--- config.mk ---
export PLATFORM = sky130hd
export DESIGN_NAME = spike_count_decoder_flat
export DESIGN_NICKNAME = d
export VERILOG_FILES = /design/src/rtl/spike_count_decoder_if.sv /design/src/rtl/spike_count_decoder.sv /design/src/flat_wrapper.sv
export SDC_FILE = /design/constraint.sdc
export NUM_CORES = 1
export LEC_CHECK = 0
export CAP_MARGIN = 30
export CORE_MARGIN = 2
export CORE_UTILIZATION = 40
export CTS_CLUSTER_SIZE = 8
export DETAILED_ROUTE_END_ITERATION = 16
export PLACE_DENSITY = 0.64
export SYNTH_ARGS = -nofsm -noshare
export SYNTH_HDL_FRONTEND = slang
export SYNTH_SLANG_ARGS = --single-unit
--- constraint.sdc ---
create_clock -name clk -period 3.9 [get_ports clk]
set_clock_uncertainty 0.2 [all_clocks]
set_input_delay 0.78 -clock clk [delete_from_list [all_inputs] [get_ports clk]]
set_output_delay 0.78 -clock clk [all_outputs]
set_load 0.1 [all_outputs]
--- src/rtl/spike_count_decoder_if.sv ---
// Handshake/data bundle between an upstream spiking layer (master) and spike_count_decoder (slave).
// Build option SPIKE_DECODER_ABORT_EN adds the abort request line.
interface spike_count_decoder_if #(
    parameter int NUM_NEURONS = 8,
    parameter int CNT_W       = 8,
    parameter int IDX_W       = 3
);
    logic                   start;
    logic [NUM_NEURONS-1:0] spike_in;
    logic                   spike_valid;
    logic                   busy;
    logic                   result_valid;
    logic                   result_ready;
    logic [IDX_W-1:0]       winner_idx;
    logic [CNT_W-1:0]       winner_count;
    logic                   tie;
`ifdef SPIKE_DECODER_ABORT_EN
    logic                   abort;

    modport master (
        output start, spike_in, spike_valid, result_ready, abort,
        input  busy, result_valid, winner_idx, winner_count, tie
    );
    modport slave (
        input  start, spike_in, spike_valid, result_ready, abort,
        output busy, result_valid, winner_idx, winner_count, tie
    );
`else
    modport master (
        output start, spike_in, spike_valid, result_ready,
        input  busy, result_valid, winner_idx, winner_count, tie
    );
    modport slave (
        input  start, spike_in, spike_valid, result_ready,
        output busy, result_valid, winner_idx, winner_count, tie
    );
`endif
endinterface

--- src/rtl/spike_count_decoder.sv ---
// Windowed spike counter + sequential argmax decoder for an 8-neuron LIF layer output.
// Build option SPIKE_DECODER_ABORT_EN adds an abort input that cancels an ACCUM/ARGMAX window.
module spike_count_lane #(
    parameter int CNT_W = 8
) (
    input  logic             clk,
    input  logic             reset,
    input  logic             clr_i,
    input  logic             inc_i,
    output logic [CNT_W-1:0] cnt_o
);
    logic [CNT_W-1:0] cnt_q, cnt_d;

    // Saturate at all-ones rather than wrapping.
    always_comb begin
        cnt_d = cnt_q;
        if (clr_i)
            cnt_d = '0;
        else if (inc_i && (cnt_q != '1))
            cnt_d = cnt_q + CNT_W'(1);
    end

    always_ff @(posedge clk or posedge reset) begin
        if (reset) cnt_q <= '0;
        else       cnt_q <= cnt_d;
    end

    assign cnt_o = cnt_q;
endmodule

module spike_count_decoder #(
    parameter int NUM_NEURONS = 8,
    parameter int CNT_W       = 8,
    parameter int WINDOW      = 16,
    parameter int IDX_W       = 3
) (
    input  logic                 clk,
    input  logic                 reset,
    spike_count_decoder_if.slave bus
);
    localparam int TS_W = $clog2(WINDOW + 1);

    typedef enum logic [1:0] {IDLE, ACCUM, ARGMAX, HOLD} state_e;

    state_e                            state_q, state_d;
    logic [TS_W-1:0]                   ts_q, ts_d;
    logic [IDX_W-1:0]                  scan_q, scan_d;
    logic [IDX_W-1:0]                  win_idx_q, win_idx_d;
    logic [CNT_W-1:0]                  win_cnt_q, win_cnt_d;
    logic                              tie_q, tie_d;
    logic                              clr, acc_en, abort_req;
    logic [NUM_NEURONS-1:0][CNT_W-1:0] cnt;
    logic [CNT_W-1:0]                  cur_cnt;

`ifdef SPIKE_DECODER_ABORT_EN
    assign abort_req = bus.abort && ((state_q == ACCUM) || (state_q == ARGMAX));
`else
    assign abort_req = 1'b0;
`endif

    // Abort wins over a same-cycle valid timestep.
    assign acc_en  = (state_q == ACCUM) && bus.spike_valid && !abort_req;
    assign cur_cnt = cnt[scan_q];

    for (genvar i = 0; i < NUM_NEURONS; i++) begin : g_lane
        spike_count_lane #(.CNT_W(CNT_W)) u_lane (
            .clk   (clk),
            .reset (reset),
            .clr_i (clr),
            .inc_i (acc_en && bus.spike_in[i]),
            .cnt_o (cnt[i])
        );
    end

    always_comb begin
        state_d   = state_q;
        ts_d      = ts_q;
        scan_d    = scan_q;
        win_idx_d = win_idx_q;
        win_cnt_d = win_cnt_q;
        tie_d     = tie_q;
        clr       = 1'b0;
        case (state_q)
            IDLE: begin
                if (bus.start) begin
                    clr     = 1'b1;
                    ts_d    = '0;
                    state_d = ACCUM;
                end
            end
            ACCUM: begin
                if (acc_en) begin
                    ts_d = ts_q + TS_W'(1);
                    if (ts_q == TS_W'(WINDOW - 1)) begin
                        scan_d  = '0;
                        state_d = ARGMAX;
                    end
                end
            end
            ARGMAX: begin
                // Strict '>' keeps the lowest index on ties.
                if ((scan_q == '0) || (cur_cnt > win_cnt_q)) begin
                    win_idx_d = scan_q;
                    win_cnt_d = cur_cnt;
                    tie_d     = 1'b0;
                end else if (cur_cnt == win_cnt_q) begin
                    tie_d = 1'b1;
                end
                scan_d = scan_q + IDX_W'(1);
                if (scan_q == IDX_W'(NUM_NEURONS - 1))
                    state_d = HOLD;
            end
            HOLD: begin
                if (bus.result_ready)
                    state_d = IDLE;
            end
            default: state_d = IDLE;
        endcase

        if (abort_req) begin
            clr       = 1'b1;
            ts_d      = '0;
            scan_d    = '0;
            win_idx_d = win_idx_q;
            win_cnt_d = win_cnt_q;
            tie_d     = tie_q;
            state_d   = IDLE;
        end
    end

    always_ff @(posedge clk or posedge reset) begin
        if (reset) begin
            state_q   <= IDLE;
            ts_q      <= '0;
            scan_q    <= '0;
            win_idx_q <= '0;
            win_cnt_q <= '0;
            tie_q     <= 1'b0;
        end else begin
            state_q   <= state_d;
            ts_q      <= ts_d;
            scan_q    <= scan_d;
            win_idx_q <= win_idx_d;
            win_cnt_q <= win_cnt_d;
            tie_q     <= tie_d;
        end
    end

    assign bus.busy         = (state_q == ACCUM) || (state_q == ARGMAX);
    assign bus.result_valid = (state_q == HOLD);
    assign bus.winner_idx   = win_idx_q;
    assign bus.winner_count = win_cnt_q;
    assign bus.tie          = tie_q;
endmodule

--- src/flat_wrapper.sv ---
// flat-port wrapper written by rule: the top's interface ports become plain ports
module spike_count_decoder_flat 
#(
    parameter int NUM_NEURONS = 8,
    parameter int CNT_W       = 8,
    parameter int WINDOW      = 16,
    parameter int IDX_W       = 3
)
  (clk, reset, bus_start, bus_spike_in, bus_spike_valid, bus_result_ready, bus_busy, bus_result_valid, bus_winner_idx, bus_winner_count, bus_tie);
  spike_count_decoder_if #(.NUM_NEURONS(NUM_NEURONS), .CNT_W(CNT_W), .IDX_W(IDX_W)) bus_i ();
  input  logic clk;
  input  logic reset;
  input wire logic [$bits(bus_i.start)-1:0] bus_start;
  input wire logic [$bits(bus_i.spike_in)-1:0] bus_spike_in;
  input wire logic [$bits(bus_i.spike_valid)-1:0] bus_spike_valid;
  input wire logic [$bits(bus_i.result_ready)-1:0] bus_result_ready;
  output wire logic [$bits(bus_i.busy)-1:0] bus_busy;
  output wire logic [$bits(bus_i.result_valid)-1:0] bus_result_valid;
  output wire logic [$bits(bus_i.winner_idx)-1:0] bus_winner_idx;
  output wire logic [$bits(bus_i.winner_count)-1:0] bus_winner_count;
  output wire logic [$bits(bus_i.tie)-1:0] bus_tie;
  assign bus_i.start = bus_start;
  assign bus_i.spike_in = bus_spike_in;
  assign bus_i.spike_valid = bus_spike_valid;
  assign bus_i.result_ready = bus_result_ready;
  assign bus_busy = bus_i.busy;
  assign bus_result_valid = bus_i.result_valid;
  assign bus_winner_idx = bus_i.winner_idx;
  assign bus_winner_count = bus_i.winner_count;
  assign bus_tie = bus_i.tie;
  spike_count_decoder #(.NUM_NEURONS(NUM_NEURONS), .CNT_W(CNT_W), .WINDOW(WINDOW), .IDX_W(IDX_W)) u_core (.clk(clk), .reset(reset), .bus(bus_i));
endmodule
; ---- After elaboration in Yosys (flattened, before gate mapping)
; Index checks and enable logic that the tools add are counted.
[totals]
regBits = 86
in_bits = 13
elab_cells = 116
[classes]
addsub = 10
n_lt_le_gt_ge = 2
eq_ne = 19
muxes = 34
reduce_logical = 37
[ops]
columns = cell, count
row1 = $mux 8, 17
row2 = $add 8x1->8 const B, 8
row3 = $ne 8x8->1 const B, 8
row4 = $bmux 8 s3, 1
row5 = $reduce_bool 2->1, 11
row6 = $logic_and 1x1->1, 17
row7 = $mux 2, 5
row8 = $mux 5, 2
row9 = $pmux 5 s2, 1
row10 = $eq 8x8->1, 1
row11 = $gt 8x8->1, 1
row12 = $pmux 2 s4, 1
row13 = $mux 3, 2
row14 = $ne 2x2->1 const B, 3
row15 = $pmux 3 s2, 1
row16 = $reduce_and 3->1, 2
row17 = $add 5x1->5 const B, 1
row18 = $eq 5x4->1 const B, 1
row19 = $reduce_and 5->1, 1
row20 = $eq 2x2->1 const B, 2
row21 = $lt 3x4->1 const B, 1
row22 = $mux 1, 4
row23 = $ne 2x1->1 const B, 2
row24 = $reduce_and 2->1, 2
row25 = 6 further kinds, 7

; ---- Depth between registers and ports, before layout
[logic_depth]
word_depth = 6
mapped_depth = 11

; ---- Hierarchy
; Synthesis repeated with hierarchy kept, for this count alone.
[unflattened]
hier_cells = 578
area_unflattened_um2 = 5940.7
[by_module_without_submodules]
columns = module, instances, cells_each, area_each_um2, seq_area_each_um2
row1 = spike_count_lane, 8, 49, 504.2, 200.2
row2 = spike_count_decoder, 1, 186, 1906.8, 550.5

; ---- Worst setup path before layout
; Ideal clock, no wire load.
[synth_timing]
kind = flip-flop to flip-flop
startpoint = reg u_core.scan_q[0]
endpoint = reg u_core.win_cnt_q[1], in the netlist u_core.bus.winner_count[1]
setup_ns = 0.126
arrival_time_ns = 2.855
setup_slack_ns = 0.719
path_stages_with_launch = 11
path_cell_list = dfrtp_1 clkbuf_1 mux4_2 nand2_1 nand2_1 ha_1 a21oi_1 o21ai_0 nand2b_1 o211ai_2 mux2_2
[synth_between]
elab_chain_cells = 5
[synth_lines]
columns = item, line_no
row1 = start: declaration, spike_count_decoder.sv:47  ; logic [IDX_W-1:0] scan_q, scan_d;
row2 = start signal: assignment, spike_count_decoder.sv:142  ; scan_q <= scan_d;
row3 = $bmux 8 s3, spike_count_decoder.sv:63  ; assign cur_cnt = cnt[scan_q];
row4 = $mux 8 (implied by the code), spike_count_decoder.sv:63
row5 = net u_core.cur_cnt[5], spike_count_decoder.sv:53  ; logic [CNT_W-1:0] cur_cnt;
row6 = $gt 8x8->1, spike_count_decoder.sv:102  ; if ((scan_q == '0) || (cur_cnt > win_cnt_q)) begin
row7 = $logic_or 1x1->1, spike_count_decoder.sv:102
row8 = $reduce_and 2->1 (no line), n/a
row9 = end signal: assignment, spike_count_decoder.sv:144  ; win_cnt_q <= win_cnt_d;
row10 = end: declaration, spike_count_decoder.sv:49  ; logic [CNT_W-1:0] win_cnt_q, win_cnt_d;
; The timed path passes the listed nets, and every way through them passes these cells. The select of a mux whose other input is x is not followed.
; A chain may end at the register's enable or synchronous reset.

; ---- Worst setup path after layout
[layout_timing]
startpoint = reg u_core.scan_q[1]
endpoint = reg u_core.win_cnt_q[2], in the netlist u_core.bus.winner_count[2]
; The elaborated chain is that of the path after synthesis.

==> run metrics <==
Finished Layout Cells=702; CP Capture Type=flip-flop; placed inst area=5440 um^2; NumNets Final=567; clock root cell=clkbuf_16; core area=12100 um^2; IO Pins=27; clock sink total=86; Setup Buffers After CTS=0; total gr overflow=0; vias post-DR=3785; synth top area cells=dfrtp_1 (43%), mux4_2 (7.2%), ha_1 (6.3%); R2R depth=9; die width=116 um; Hold Startpoint=u_core.bus.tie; critical path's top delay family=flip-flops; Synth area leader=dfrtp_1; cell repeated most along the worst path=nand2_1; Total Power=3.31 mW; Max Fclk=0.293 GHz; Cell Chain, Critical Path=mux4_2 > nand2_1 > nand2_1 > ha_1 > a21oi_1 > o21ai_0 > nand2b_1 > o211ai_2 > mux2_2; Hold Crit Class=reg -> reg; antenna cells=0; CTS resizes=0; design area=5750 um^2; Max Slew Vio Count=0; Critical Path Start Type=flip-flop; Synth Area in Compound Gates=0.0778; routability cong.=0.865; CTS Hold Bufs=0; Seq/Total Area, Yosys=0.430; DRT iter0 DRCs=277; critical-path maximum fanout=20; hold slack=305 ps; HPWL after DPL=7930 um; first drt pass iteration count=5; crit path setup slack, layout=489 ps; Simple-Gate Fraction of Synth Area=0.200; Mapped Cells=504; GRT Util Overall=0.182; WP data arrival=3440 ps; commonest non-fill, non-tap cell in the layout=dfrtp_1; Post-synth EDFFs=0; Initial Util=0.413; endpoints failing setup=0; wire per inst=15.6 um; outcome=completed; CP max stage cell=dfrtp_1; Buffers & Inverters on Critical Path=0; R2R Path Start=u_core.scan_q[1]; Cells after DPL=686; CP Depth=9; final WL=11000 um; adder-cell area share of the yosys netlist=0.0625; first-pass GRT wire length=18800 um; dpl ws=526 ps; WS Path Type=reg -> reg; CTS Buffer Depth=2; Period Utilization, post-route=0.874; top-area cell type share of the netlist area=0.430; Post-DRT Antenna Nets=0; Critical R2R Capture=u_core.bus.winner_count[2]; syn avg cell area=9.92 um^2; die area=13400 um^2; RSZ-0062 raised after global routing=false; max cap viols=0; syn_nets=542; Pwr Density=576 nW/um^2; largest family of logic cells by synthesized area=simple AND/OR/NAND/NOR gates; DRC viols=0; CTS Buf Count=9; dominant synthesized flop cell=dfrtp_1; IO Port Bufs=26; min cycle time layout=3410 ps; Slew HR=0.344; setup_tns=0 ps; maximum vdd drop=0.000278 V; antenna violations before repair=0; Yosys reg bits=86; # rows=40; post-route core utilization=0.475; chip height=116 um; Post-synth ARST share=1.00; CP Capture Point=u_core.bus.winner_count[2]; Hold Vio Cnt, Final=0; max incr delay on CP=820 ps; R2R Setup Slk=490 ps; xor/xnor share of the synthesized area=0.0841; proportion of synthesized area in mux cells=0.115; vias in the first global route=3717; count of cell types in the netlist=43; largest net degree at the start of global routing=87; Critical Path Source=u_core.scan_q[1]; CP Data Required Time=3930 ps; Clock H-tree levels=3; clock-pin transition on the worst setup and hold timing paths=60 ps; Post-Synthesis Cell Area=5000 um^2; commonest non-fill, non-tap cells in the layout=dfrtp_1 (86), nand2_1 (75), nor2_1 (57); Synth Warn #=0; DR vias/cell=5.39; CTS tree=built; area delta synth->final=15.0%; worst-margin pin slew=981 ps; clk_lat worst skew=350 ps; Leak=2.47 nW; share of post-route cells with drive strength above 1=0.105
worst min path at each step:
stage	end	slack, ps	cells after the start
after global placement	u_core.bus.tie	290	1
final	u_core.bus.tie	310	1
after global routing	u_core.bus.winner_idx[1]	340	1
after CTS	u_core.bus.tie	310	1
after detailed placement	u_core.bus.tie	300	1
after floorplan	u_core.ts_q[1]	300	2
cell families (layout without fill, tap and decap cells):
kind of cell | count (synthesis) | after routing
buf+inv | 38 | 68
compound gates | 54 | 54
xor+xnor | 48 | 48
flops | 86 | 86
mux | 36 | 36
fa+ha+maj | 25 | 25
simple gates | 217 | 217
final cells by class:
| type | count | area, um^2 |
|---|---|---|
| clock buffers | 10 | 239 |
| clock inverters | 6 | 71.3 |
| fillers | 1143 | 6360 |
| inverters | 22 | 83.8 |
| multi-input cells | 380 | 2700 |
| flip-flops and latches | 86 | 2150 |
| well taps | 168 | 210 |
| repair buffers | 30 | 298 |
power by group:
part           switching [mW]  internal, mW  total (mW)  leakage (nW)
Clock                   0.372         0.517       0.889         0.145
Combinational           0.782         0.427        1.21          1.15
Sequential              0.199          1.02        1.22          1.18
Total                    1.35          1.96        3.31          2.47
cell usage after synthesis, drive strengths merged (2+ instances only):
library cell  number
a211oi             2
dfrtp             86
and4               6
nand2             75
o21ba              4
xnor2             21
clkbuf             4
o221ai             3
mux4              16
ha                25
or3                2
o21ai             11
nor2b              2
a31oi              2
xor2              27
nand2b             4
o211ai             4
nand3             25
or3b               2
inv               22
buf               12
nor2              57
o211a              2
nor3              12
nor4               9
nand4             20
a41oi              6
mux2              10
and2               2
a21oi             13
mux2i             10
worst register-to-register path, cell delays in order, from the launching register on:
cell      delay (ps)
dfrtp_1          820
mux4_2           420
nand2_1           80
nand2_1           70
ha_1             310
a21oi_1          140
o21ai_0          150
nand2b_1         220
o211ai_2         490
mux2_2           400
per-layer routing:
| metal | vias up | track usage | routed length, um |
|---|---|---|---|
| met1 | 1832 | 0.260 | 5390 |
| met2 | 80 | 0.272 | 4920 |
| met5 | - | 0 | 0 |
| met4 | 0 | 0.0778 | 244 |
| li1 | 1857 | - | - |
| met3 | 16 | 0.0319 | 425 |
state kept, by name (all words and copies together) (netlist names):
name / cells
u_core.state_q: 2
u_core.ts_q: 5
u_core.bus.winner_idx: 3
u_core.bus.tie: 1
u_core.bus.winner_count: 8
u_core.g_lane.u_lane.cnt_o: 64
u_core.scan_q: 3
No activity file was read; power rests on OpenSTA's default activity.
